==> src/rtl/nios_system_nios2_mul_seq.sv <==
// ---------------------------------------------------------------------------
// nios_system_nios2_mul_seq
//
// Multi-cycle multiply sequencer that sits in front of the Nios II 32x32
// multiplier cell. The cell returns only the low 32 bits of its product, so:
//   - MUL (low word) is one pass with the full operands.
//   - MULXUU/MULXSU/MULXSS are four zero-extended 16x16 passes. Their
//     products are accumulated into a 64-bit unsigned product. The upper
//     word is then sign-corrected in one extra cycle.
//
// Ports
//   clk, reset       clock, asynchronous active-high reset
//   flush            synchronous kill of the in-flight op
//   req_valid/ready  request handshake; req_op/req_a/req_b latched on accept
//   rsp_valid/ready  response handshake; rsp_result held until rsp_ready
//   mc_src1/2        operands to the multiplier cell (0 when not in a pass)
//   mc_result        low 32 bits of the cell product
//   busy             high whenever the sequencer is not idle
//
// MC_LATENCY: clock edges from an mc_src change to a valid mc_result (1..3).
//
// state   | meaning
// --------+---------------------------------------------------------------
// IDLE    | ready for a request, cell operands parked at 0
// PASS    | driving one pass's operands, waiting MC_LATENCY edges to capture
// CORR    | signed correction of the upper accumulator word
// RESP    | holding the result until rsp_ready
// ---------------------------------------------------------------------------
module nios_system_nios2_mul_seq #(
    parameter int MC_LATENCY = 1
) (
    input  logic        clk,
    input  logic        reset,
    input  logic        flush,
    input  logic        req_valid,
    output logic        req_ready,
    input  logic [1:0]  req_op,
    input  logic [31:0] req_a,
    input  logic [31:0] req_b,
    output logic        rsp_valid,
    input  logic        rsp_ready,
    output logic [31:0] rsp_result,
    output logic [31:0] mc_src1,
    output logic [31:0] mc_src2,
    input  logic [31:0] mc_result,
    output logic        busy
);

    typedef enum logic [1:0] {
        ST_IDLE = 2'd0,
        ST_PASS = 2'd1,
        ST_CORR = 2'd2,
        ST_RESP = 2'd3
    } state_t;

    localparam logic [1:0] OP_MUL = 2'd0;
    localparam logic [1:0] OP_XSU = 2'd2;
    localparam logic [1:0] OP_XSS = 2'd3;

    // Latency count at which mc_result is valid for the current pass.
    localparam logic [1:0] LAT_TC = 2'(MC_LATENCY);

    state_t      r_state;
    state_t      w_state_nxt;

    logic [1:0]  r_op;
    logic [31:0] r_a;
    logic [31:0] r_b;
    logic [63:0] r_acc;
    logic [1:0]  r_pass;
    logic [1:0]  r_lat;

    logic        w_accept;
    logic        w_capture;
    logic        w_last_pass;
    logic [63:0] w_addend;
    logic [31:0] w_sub_a;
    logic [31:0] w_sub_b;
    logic [31:0] w_hi_corr;

    assign w_accept    = (r_state == ST_IDLE) && req_valid && !flush;
    assign w_capture   = (r_state == ST_PASS) && (r_lat == LAT_TC);
    assign w_last_pass = (r_op == OP_MUL) || (r_pass == 2'd3);

    // Pass weights: p0 at <<0, p1/p2 (cross terms) at <<16, p3 at <<32.
    always_comb begin
        w_addend = {32'h0, mc_result};
        case (r_pass)
            2'd0:    w_addend = {32'h0, mc_result};
            2'd1,
            2'd2:    w_addend = {16'h0, mc_result, 16'h0};
            default: w_addend = {mc_result, 32'h0};
        endcase
    end

    // Unsigned product -> signed: a negative operand contributed an extra
    // 2^32 * (other operand), which is removed from the upper word.
    assign w_sub_b   = (((r_op == OP_XSS) || (r_op == OP_XSU)) && r_a[31]) ? r_b : 32'h0;
    assign w_sub_a   = ((r_op == OP_XSS) && r_b[31]) ? r_a : 32'h0;
    assign w_hi_corr = r_acc[63:32] - w_sub_b - w_sub_a;

    always_ff @(posedge clk or posedge reset) begin
        if (reset) begin
            r_state <= ST_IDLE;
        end else begin
            r_state <= w_state_nxt;
        end
    end

    always_comb begin
        w_state_nxt = r_state;
        req_ready   = 1'b0;
        rsp_valid   = 1'b0;
        rsp_result  = 32'h0;
        busy        = 1'b1;
        mc_src1     = 32'h0;
        mc_src2     = 32'h0;
        case (r_state)
            ST_IDLE: begin
                req_ready = 1'b1;
                busy      = 1'b0;
                if (w_accept) begin
                    w_state_nxt = ST_PASS;
                end
            end
            ST_PASS: begin
                if (r_op == OP_MUL) begin
                    mc_src1 = r_a;
                    mc_src2 = r_b;
                end else begin
                    // pass bit 0 selects the a half, bit 1 the b half
                    mc_src1 = {16'h0, r_pass[0] ? r_a[31:16] : r_a[15:0]};
                    mc_src2 = {16'h0, r_pass[1] ? r_b[31:16] : r_b[15:0]};
                end
                if (flush) begin
                    w_state_nxt = ST_IDLE;
                end else if (w_capture && w_last_pass) begin
                    w_state_nxt = (r_op == OP_MUL) ? ST_RESP : ST_CORR;
                end
            end
            ST_CORR: begin
                w_state_nxt = flush ? ST_IDLE : ST_RESP;
            end
            ST_RESP: begin
                rsp_valid  = 1'b1;
                rsp_result = (r_op == OP_MUL) ? r_acc[31:0] : r_acc[63:32];
                if (flush || rsp_ready) begin
                    w_state_nxt = ST_IDLE;
                end
            end
            default: begin
                w_state_nxt = ST_IDLE;
            end
        endcase
    end

    always_ff @(posedge clk or posedge reset) begin
        if (reset) begin
            r_op   <= 2'd0;
            r_a    <= 32'h0;
            r_b    <= 32'h0;
            r_acc  <= 64'h0;
            r_pass <= 2'd0;
            r_lat  <= 2'd0;
        end else if (w_accept) begin
            r_op   <= req_op;
            r_a    <= req_a;
            r_b    <= req_b;
            r_acc  <= 64'h0;
            r_pass <= 2'd0;
            r_lat  <= 2'd0;
        end else if ((r_state == ST_PASS) && !flush) begin
            if (w_capture) begin
                r_lat  <= 2'd0;
                r_pass <= r_pass + 2'd1;
                if (r_op == OP_MUL) begin
                    r_acc <= {32'h0, mc_result};
                end else begin
                    r_acc <= r_acc + w_addend;
                end
            end else begin
                r_lat <= r_lat + 2'd1;
            end
        end else if ((r_state == ST_CORR) && !flush) begin
            r_acc[63:32] <= w_hi_corr;
        end
    end

endmodule

==> config.mk <==
export PLATFORM = sky130hd
export DESIGN_NAME = nios_system_nios2_mul_seq
export DESIGN_NICKNAME = d
export VERILOG_FILES = /design/src/rtl/nios_system_nios2_mul_seq.sv
export SDC_FILE = /design/constraint.sdc
export NUM_CORES = 1
export LEC_CHECK = 0
export CAP_MARGIN = 10
export CORE_MARGIN = 2
export CORE_UTILIZATION = 50
export CTS_CLUSTER_SIZE = 14
export DETAILED_ROUTE_END_ITERATION = 8
export GPL_TIMING_DRIVEN = 0
export PLACE_DENSITY = 0.74
export SLEW_MARGIN = 20
export SYNTH_ARGS = -nofsm -noshare
export SYNTH_HDL_FRONTEND = slang
export SYNTH_SLANG_ARGS = --single-unit
==> constraint.sdc <==
create_clock -name clk -period 4.9 [get_ports clk]
set_input_delay 0.98 -clock clk [delete_from_list [all_inputs] [get_ports clk]]
set_output_delay 0.98 -clock clk [all_outputs]
set_load 0.01 [all_outputs]
==> reports/qor.csv <==
metric;value;unit
crit_type;primary input to register;
final_net_count;2364;
max-vdd-ir-drop;0.000319;V
routabilityCongestion;1.04;
wl;56900;um
synth_area_leaders;dfrtp_1, nand2_1, ha_1;
synth_area_leader_cell;dfrtp_1;
core-area;27600;um2
slew_violations;0;
die_area;29100;um2
drc;0;
synth-edff-count;0;
wl_per_cell;22.6;um
clockRootBuffer;clkbuf_16;
ctsHtreeMaxLevel;4;
clk_path_buf_depth;2;
critical_path.top_delay_family;simple AND/OR/NAND/NOR gates;
finalHoldViolations;0;
leakage;7.87;nW
synthCells;1910;
die_h;171;um
setup_violations;0;
io_buffers;200;
grt_max_degree;93;
crit_required;5270;ps
synth_warnings;0;
drt-met1-wl;22300;um
die_w;171;um
n_antenna_cell;0;
synthesis.area;13900;um2
drive_gt1_frac;0.0369;
row_count;61;
met2_length;26200;um
grt_pass1_vias;14700;
slew_headroom;0.384;
cts.sinks;136;
place_ws;-624;ps
hold_slack;490;ps
status;finished clean;
io_pins;202;
path_clk_slew;60;ps
stdcell_area;17200;um2
synth_cell_types;70;
p_per_area;616;nW/um2
avgSynthCellArea;7.27;um2
synth-seq-cells;136;
fin_crit_sh;0.969;
clk_latency;440;ps
slowest_stage;or4_4;
antenna_found_initial;1;
setup_ws;154;ps
cpPeakStageDelay;590;ps
async_flop_share;1.00;
critPathLaunchType;primary input;
place_area;16400;um2
cp-end-kind;register;
initial_core_util;0.504;
topRoutingLayerUsed;met4;
syn2layout_area_growth;23.6;%
critPathBufInv;2;
synth_common_cells;nand2_1, a21oi_1, dfrtp_1, inv_1, o21ai_0;
power;0.0106;W
ys_seq_area_frac;0.245;
dr.first_iter.drc_count;1475;
synth_top_area_frac;0.245;
syn-num-nets;2144;
yosysMostFrequentCell;nand2_1;
vias;15100;
period_minus_slack;4750;ps
viasPerCell;6.00;
maxCapViolCount;0;
max_freq;0.211;GHz
hold_class;register to register;
wl_met3;4530;um
synth_ff_type;dfrtp_1;
path_cells;clkdlybuf4s50_1, a22o_2, ha_1, buf_2, nand4_1, or4_4, a221o_1, o211ai_2, nor3_2, o211a_1, o21a_1, or3_1, or3_1, nand3_1;
firstDrtPassIters;6;
postRouteAntennaNets;0;
crit_fanout;10;
cts_tree;done;
tightestPinTransition;925;ps
worstPathArrival;5120;ps
crit_path_frequent_cell;or3_1;
hpwl;45200;um
cts_buffers;17;
hold_buffers;0;
grt.total_usage;0.392;
grt_pass1_wl;85200;um
finClkSkew;14.6;ps
overflow;0;
final timing paths:
check / from / end / slack [ps] / cells after the start
worst min register to register: r_lat[0]$_DFFE_PP0P_ / r_lat[1]$_DFFE_PP0P_ / 490 / 1
max in group asynchronous: reset / r_pass[1]$_DFFE_PP0P_ / 3110 / 3
worst max-delay path: mc_result[20] / r_acc[50]$_DFFE_PP0P_ / 150 / 14
worst min-delay path: r_lat[0]$_DFFE_PP0P_ / r_lat[1]$_DFFE_PP0P_ / 490 / 1
worst max register to register: r_pass[1]$_DFFE_PP0P_ / r_acc[49]$_DFFE_PP0P_ / 160 / 17
min in group asynchronous: reset / r_b[16]$_DFFE_PP0P_ / 930 / 2
what timing repair did:
action                     4_1_cts  5_1_grt
resized for setup               13       22
pin swaps                        1        3
buffers inserted                 1        1
setup endpoints to repair       30       19
cell families after synthesis:
kind of cell | share of synthesized area
AOI/OAI and AO/OA | 0.239
xor gates and xnor gates | 0.0530
adders and majority gates | 0.135
buffers and inverters | 0.0631
DFF | 0.245
muxes | 0.00504
and+or+nand+nor | 0.260
area by class of cell:
cell class,count,area [um2]
fill,2581,10400
multi-input combinational,1542,9720
sequential,136,3400
timing repair buffer,203,2060
tap,378,473
inverter,119,454
clock buffer,19,453
buffer,111,430
clock inverter,13,168
power by group:
part | switching (W) | internal [W] | total, W
clock network | 0.000584 | 0.000834 | 0.00142
logic | 0.00427 | 0.00278 | 0.00705
registers | 0.000597 | 0.00151 | 0.00211
total | 0.00545 | 0.00513 | 0.0106
through the flow:
stage          utilization  std cells  setup TNS (ps)
2_1_floorplan            -       1910               0
6_report             0.623       2521               0
5_1_grt              0.623       2521           -33.3
3_3_place_gp         0.594       2488         -259800
4_1_cts              0.620       2520               0
3_5_place_dp         0.595       2489           -8540
worst register-to-register path: cells and delay by family (launching register included):
family          cells  cell delay, ps
xor+xnor            1             190
compound gates      6            1650
buf+inv             3             620
fa+ha+maj           2             640
simple gates        5            1050
flops               1             460
registers in the layout (all words and copies together), names as in the netlist:
signal,cells
r_a,32
r_state,2
r_lat,2
r_pass,2
r_op,2
r_b,32
r_acc,64
placed cells by master (no fill, tap or decap), types with 5 or more instances in the layout:
cell and count:
inv_1 118, clkbuf_1 100, a211oi_1 21, and3_1 76, clkdlybuf4s50_1 200, nand3_1 30
nand4_1 17, or3_1 6, a22oi_1 26, o211ai_1 14, nor2b_1 7, a21oi_1 167
nor3_1 26, o21bai_1 17, dfrtp_1 135, nor3b_1 5, and2_1 69, clkbuf_16 17
nand2b_1 10, xor2_1 29, nor2_1 69, a21o_1 50, nand2_1 466, fa_1 32
mux2i_1 7, o21ai_0 116, xnor2_1 55, a22o_1 17, a221oi_1 5, a31oi_1 13
o21a_1 10, ha_1 98
routing by layer:
metal  vias up  GRT usage
li1       7022          -
met2       874      0.656
met1      7039      0.474
met3       180     0.0643
met5         -          0
met4         0      0.240
Note: power is estimated with default switching activity, not from simulation.
